==> src/rtl/memory_arbiter_pkg.sv <==
// rtl/memory_arbiter_pkg.sv - shared types and defaults for the unified memory arbiter
package memory_arbiter_pkg;

   localparam int DEFAULT_WORD_SIZE = 32;

   typedef enum logic {
      ARB,
      FORCE_I
   } arb_state_t;

   typedef enum logic [1:0] {
      GRANT_NONE,
      GRANT_I,
      GRANT_D
   } grant_t;

endpackage

==> src/rtl/arb_starve_counter.sv <==
// rtl/arb_starve_counter.sv - saturating count of consecutive denied fetch cycles
module arb_starve_counter #(
   parameter int STARVE_LIMIT = 2
) (
   input  logic clk,
   input  logic reset,
   input  logic inc,
   input  logic clr,
   output logic at_limit
);

   localparam int CW = (STARVE_LIMIT > 1) ? $clog2(STARVE_LIMIT + 1) : 1;
   localparam logic [CW-1:0] LIMIT = CW'(STARVE_LIMIT);

   logic [CW-1:0] r_count;
   logic [CW-1:0] w_next;

   always_comb begin
      w_next = r_count;
      if (clr)
         w_next = '0;
      else if (inc && (r_count != LIMIT))
         w_next = r_count + CW'(1);
   end

   // Looks at the next value so the FSM can force fetch on the very next cycle.
   assign at_limit = (w_next == LIMIT);

   always_ff @(posedge clk) begin
      if (reset)
         r_count <= '0;
      else
         r_count <= w_next;
   end

endmodule

==> src/rtl/unified_memory_arbiter.sv <==
// rtl/unified_memory_arbiter.sv - fetch/data arbiter in front of one single-port memory
import memory_arbiter_pkg::*;

module unified_memory_arbiter #(
   parameter int BIT_COUNT    = 32,
   parameter int WORD_SIZE    = DEFAULT_WORD_SIZE,
   parameter int STARVE_LIMIT = 2
) (
   input  logic                   clk,
   input  logic                   reset,
   input  logic                   IReq,
   input  logic [BIT_COUNT-1:0]   IAdr,
   output logic                   IReady,
   output logic                   IRespValid,
   output logic [WORD_SIZE-1:0]   IRespData,
   input  logic                   DReq,
   input  logic                   DWrite,
   input  logic [WORD_SIZE/8-1:0] DByteEn,
   input  logic [BIT_COUNT-1:0]   DAdr,
   input  logic [WORD_SIZE-1:0]   DWriteData,
   output logic                   DReady,
   output logic                   DRespValid,
   output logic [WORD_SIZE-1:0]   DRespData,
   output logic                   MemEn,
   output logic                   MemWrite,
   output logic [WORD_SIZE/8-1:0] ByteEn,
   output logic [BIT_COUNT-1:0]   MemAdr,
   output logic [WORD_SIZE-1:0]   MemWriteData,
   input  logic [WORD_SIZE-1:0]   MemReadData
);

   arb_state_t           r_state;
   grant_t               w_grant;
   logic                 w_at_limit;
   logic                 r_i_valid;
   logic                 r_d_valid;
   logic [WORD_SIZE-1:0] r_i_data;
   logic [WORD_SIZE-1:0] r_d_data;

   always_comb begin
      w_grant = GRANT_NONE;
      if (!reset) begin
         if (IReq && DReq)
            w_grant = (r_state == FORCE_I) ? GRANT_I : GRANT_D;
         else if (IReq)
            w_grant = GRANT_I;
         else if (DReq)
            w_grant = GRANT_D;
      end
   end

   assign IReady = (w_grant == GRANT_I);
   assign DReady = (w_grant == GRANT_D);

   always_comb begin
      MemEn        = 1'b0;
      MemWrite     = 1'b0;
      ByteEn       = '0;
      MemAdr       = '0;
      MemWriteData = '0;
      case (w_grant)
         GRANT_I: begin
            MemEn  = 1'b1;
            MemAdr = IAdr;
         end
         GRANT_D: begin
            MemEn        = 1'b1;
            MemWrite     = DWrite;
            ByteEn       = DByteEn;
            MemAdr       = DAdr;
            MemWriteData = DWriteData;
         end
         default: ;
      endcase
   end

   arb_starve_counter #(
      .STARVE_LIMIT (STARVE_LIMIT)
   ) u_starve (
      .clk      (clk),
      .reset    (reset),
      .inc      (IReq && !IReady),
      .clr      (!IReq || IReady),
      .at_limit (w_at_limit)
   );

   always_ff @(posedge clk) begin
      if (reset)
         r_state <= ARB;
      else if (w_at_limit)
         r_state <= FORCE_I;
      else if ((r_state == FORCE_I) && (IReady || !IReq))
         r_state <= ARB;
   end

   always_ff @(posedge clk) begin
      if (reset) begin
         r_i_valid <= 1'b0;
         r_d_valid <= 1'b0;
         r_i_data  <= '0;
         r_d_data  <= '0;
      end else begin
         r_i_valid <= IReady;
         r_d_valid <= DReady;
         if (IReady)
            r_i_data <= MemReadData;
         if (DReady)
            r_d_data <= DWrite ? '0 : MemReadData;
      end
   end

   // Responses are masked while reset is high so one captured the cycle before is dropped.
   assign IRespValid = r_i_valid && !reset;
   assign DRespValid = r_d_valid && !reset;
   assign IRespData  = reset ? '0 : r_i_data;
   assign DRespData  = reset ? '0 : r_d_data;

endmodule

==> config.mk <==
export PLATFORM = sky130hd
export DESIGN_NAME = unified_memory_arbiter
export DESIGN_NICKNAME = d
export VERILOG_FILES = /design/src/rtl/memory_arbiter_pkg.sv /design/src/rtl/arb_starve_counter.sv /design/src/rtl/unified_memory_arbiter.sv
export SDC_FILE = /design/constraint.sdc
export NUM_CORES = 1
export LEC_CHECK = 0
export ABC_CLOCK_PERIOD_IN_PS = 1900
export BUFFER_PORTS_ARGS = -buffer_cell sky130_fd_sc_hd__buf_2
export CAP_MARGIN = 30
export CORE_MARGIN = 10
export CORE_UTILIZATION = 42
export CTS_BUF_LIST = sky130_fd_sc_hd__clkbuf_4 sky130_fd_sc_hd__clkbuf_8
export CTS_CLUSTER_DIAMETER = 200
export CTS_CLUSTER_SIZE = 12
export DETAILED_ROUTE_END_ITERATION = 12
export GPL_TIMING_DRIVEN = 0
export PLACE_DENSITY = 0.87
export SYNTH_ARGS = -nofsm -noshare
export SYNTH_HDL_FRONTEND = slang
export SYNTH_SLANG_ARGS = --single-unit
==> constraint.sdc <==
create_clock -name clk -period 1.9 [get_ports clk]
set_clock_uncertainty 0.05 [all_clocks]
set_input_delay 0.285 -clock clk [delete_from_list [all_inputs] [get_ports clk]]
set_output_delay 0.285 -clock clk [all_outputs]
set_load 0.02 [all_outputs]
==> summary.md <==
| Metric | Value |
|---|---|
| Status | complete, but fails checks |
| Failing checks | negative setup slack |
| Pwr dens | 548 nW/µm² |
| Die width | 115 µm |
| Yosys warning count | 0 |
| Most common cell after layout, fill and taps aside | buf_2 |
| Sequential fraction of the synthesis area | 0.361 |
| Maximum VDD drop | 479 µV |
| Area Growth Syn to Fin | 75.4% |
| Drt initial violations | 283 |
| Setup WS pre-CTS | -0.415 ns |
| Slowest cell delay on critical path | 0.33 ns |
| Htree depth | 3 |
| Dpl hpwl | 13000 µm |
| Synth cell types | 22 |
| PortBufs | 273 |
| Die extent in y | 115 µm |
| Layout Nets | 897 |
| Hold_buf cts | 0 |
| Endpoints failing setup | 70 |
| First-pass GRT wire length | 25900 µm |
| Startpoint Class | flop |
| Design internal power | 2.58 mW |
| Post-Syn Nets | 601 |
| Yosys top cell by area | dfxtp_1 |
| Drt first pass iters | 4 |
| Area of the multi-input gates | 2560 µm² |
| FMAX | 0.455 GHz |
| Tmin final | 2.20 ns |
| Seq cells post-synth | 69 |
| Synth top area cells | dfxtp_1 36%, nor2b_1 11%, mux2i_1 8.4% |
| Combinational share of power | 0.292 |
| Unrepaired setup endpoints after global routing | true |
| Diode count | 0 |
| Initial core utilization | 0.435 |
| Most frequent cells in the layout | 208 x buf_2, 76 x buf_6, 68 x nor2b_1, 68 x dfxtp_1, 36 x and2_4 |
| Final RePlAce weighted congestion | 0.888 |
| Tightest Pin Transition | 0.564 ns |
| CP Max Fanout | 10 |
| Clock Tree Root | clkbuf_8 |
| Final core occ | 0.763 |
| Gr usage total | 0.244 |
| Fin Hold WS | 0.148 ns |
| Sequential power share | 0.412 |
| Setup TNS Final | -15.84 ns |
| Clock power frac | 0.297 |
| Worst reg-to-reg setup slack | 0.19 ns |
| Vias | 4505 |
| Pleak | 3.01 nW |
| Drt wl/cell | 20.9 µm |
| Arr. time, crit path | 1.86 ns |
| Total die area | 13300 µm² |
| PnR Total Power | 3.68 mW |
| Fin. max-slew vios | 0 |
| Switching Share | 0.298 |
| Post-Syn Area per Cell | 8.31 µm² |
| Fin crit share | 1.16 |
| Share of the synthesized area in the top cell type | 0.361 |
| Largest net degree at the start of global routing | 12 |
| Number of vias per cell | 5.18 |
| Filler Cells Inserted | 596 |
| Slowest-stage cell, CP | dfxtp_2 |
| Placed cells | 842 |
| Initial antenna violation count | 1 |
| Vias in the first global route | 4842 |
| Psw | 1.10 mW |
| Final worst slack | -0.297 ns |
| Netlist Area Pre-Place | 3830 µm² |
| Final hold vios | 0 |
| TritonCTS clock tree | done |
| Hold Crit Class | in -> reg |
| Critical path capture point type | primary output |
| CP Cell Sequence | nand2b_4 > and3b_2 > ha_4 > buf_12 > buf_12 > a22oi_2 > nor2_2 > buf_6 |
| Reg area | 1380 µm² |
| Rows | 34 |
| Syn Inst Count | 461 |
| Fin cells | 870 |
| CTS sink count | 69 |
| Detail Route Antenna Nets | 0 |
| Req. time, crit path | 1.56 ns |
| Gr ovfl total | 0 |
| Max-cap violation count | 0 |
| Placed instance area | 5500 µm² |
| Clk slew on worst S/H paths | 0.08 ns |
| CP Class | reg -> out |
| Clock Latency Late Sink | 0.34 ns |
| Final instance area | 6720 µm² |
| Rel. slew slack | 0.624 |
| Most common cell on crit path | buf_12 |
| Placeable core region | 8810 µm² |
| Buffer depth of the longest clock path | 2 |
| Top-level I/O count | 275 |
| Layout cells sized above 1 | 0.576 |
| DRC | 0 |
| Num CTS Buffers | 9 |
| Final WL | 18200 µm |
path summary, 6_finish.rpt:
path,startpoint,end,cells past startpoint
hold / removal,MemReadData[12],r_i_data[12],3
hold reg to reg,r_d_data[28],r_d_data[28],2
setup reg to reg,r_state,r_i_data[15],8
setup / recovery,r_state,MemAdr[12],8
layer usage:
| layer | routed length, µm | global-route usage |
|---|---|---|
| met1 | 6210 | 0.232 |
| met2 | 9530 | 0.466 |
| met3 | 1510 | 0.0811 |
| met4 | 895 | 0.109 |
| met5 | 13 | 0 |
final cells by class:
| cell class | count | area share |
|---|---|---|
| flip-flops and latches | 69 | 0.206 |
| well taps | 108 | 0.0201 |
| multi-input cells | 346 | 0.382 |
| clock inverters | 4 | 0.00335 |
| clock buffers | 12 | 0.0237 |
| plain buffers | 42 | 0.0656 |
| repair buffers | 286 | 0.297 |
| inverters | 3 | 0.00205 |
logic make-up after synthesis:
family | after synthesis | synth area share
flip-flops | 69 | 0.361
multiplexers | 32 | 0.0837
buffers and inverters | 46 | 0.0647
XOR/XNOR | 1 | 0.00229
AND/OR/NAND/NOR | 243 | 0.367
AO/OA/AOI/OAI | 67 | 0.112
adder cells (fa/ha/maj) | 3 | 0.00980
power by group through the flow:
stage / registers [mW] / clock network (mW) / logic, mW
final: 1.51 / 1.09 / 1.07
after global routing: 1.52 / 1.17 / 1.13
after CTS: 1.51 / 1.11 / 0.971
after detailed placement: 1.55 / 0 / 0.798
after global placement: 1.54 / 0 / 0.777
after floorplan: 1.54 / 0 / 0.477
flip-flops by register name, indices dropped and copies added (netlist names):
name / count
r_d_data: 32
r_i_data: 32
u_starve.r_count: 2
r_d_valid: 1
r_i_valid: 1
r_state: 1
worst max-delay path, delay by kind of cell, from the launching register on:
kind	cells	cell delay, ns
DFF	1	0.33
buffers and inverters	3	0.41
and+or+nand+nor	3	0.41
adders and majority gates	1	0.18
AOI/OAI and AO/OA	1	0.17
cells in the mapped netlist, drive strengths merged:
master  count
a22oi      32
nand2b     33
a211oi      1
and2       37
nor2       65
clkbuf     23
inv         3
nand2       2
a21oi      33
dfxtp      69
and3b       2
buf        20
or3b        1
ha          3
or2         1
mux2i      32
nand3b     34
xor2        1
nor2b      68
a311oi      1
timing repair:
item                                    4_1_cts  5_1_grt
setup buffers                                 7        1
endpoints found under the setup margin       70       70
pin swaps                                    33        8
cloned                                        1        4
hold endpoints to repair                      0        0
gates resized for setup                     196       57
(Power assumes the default switching activity.)
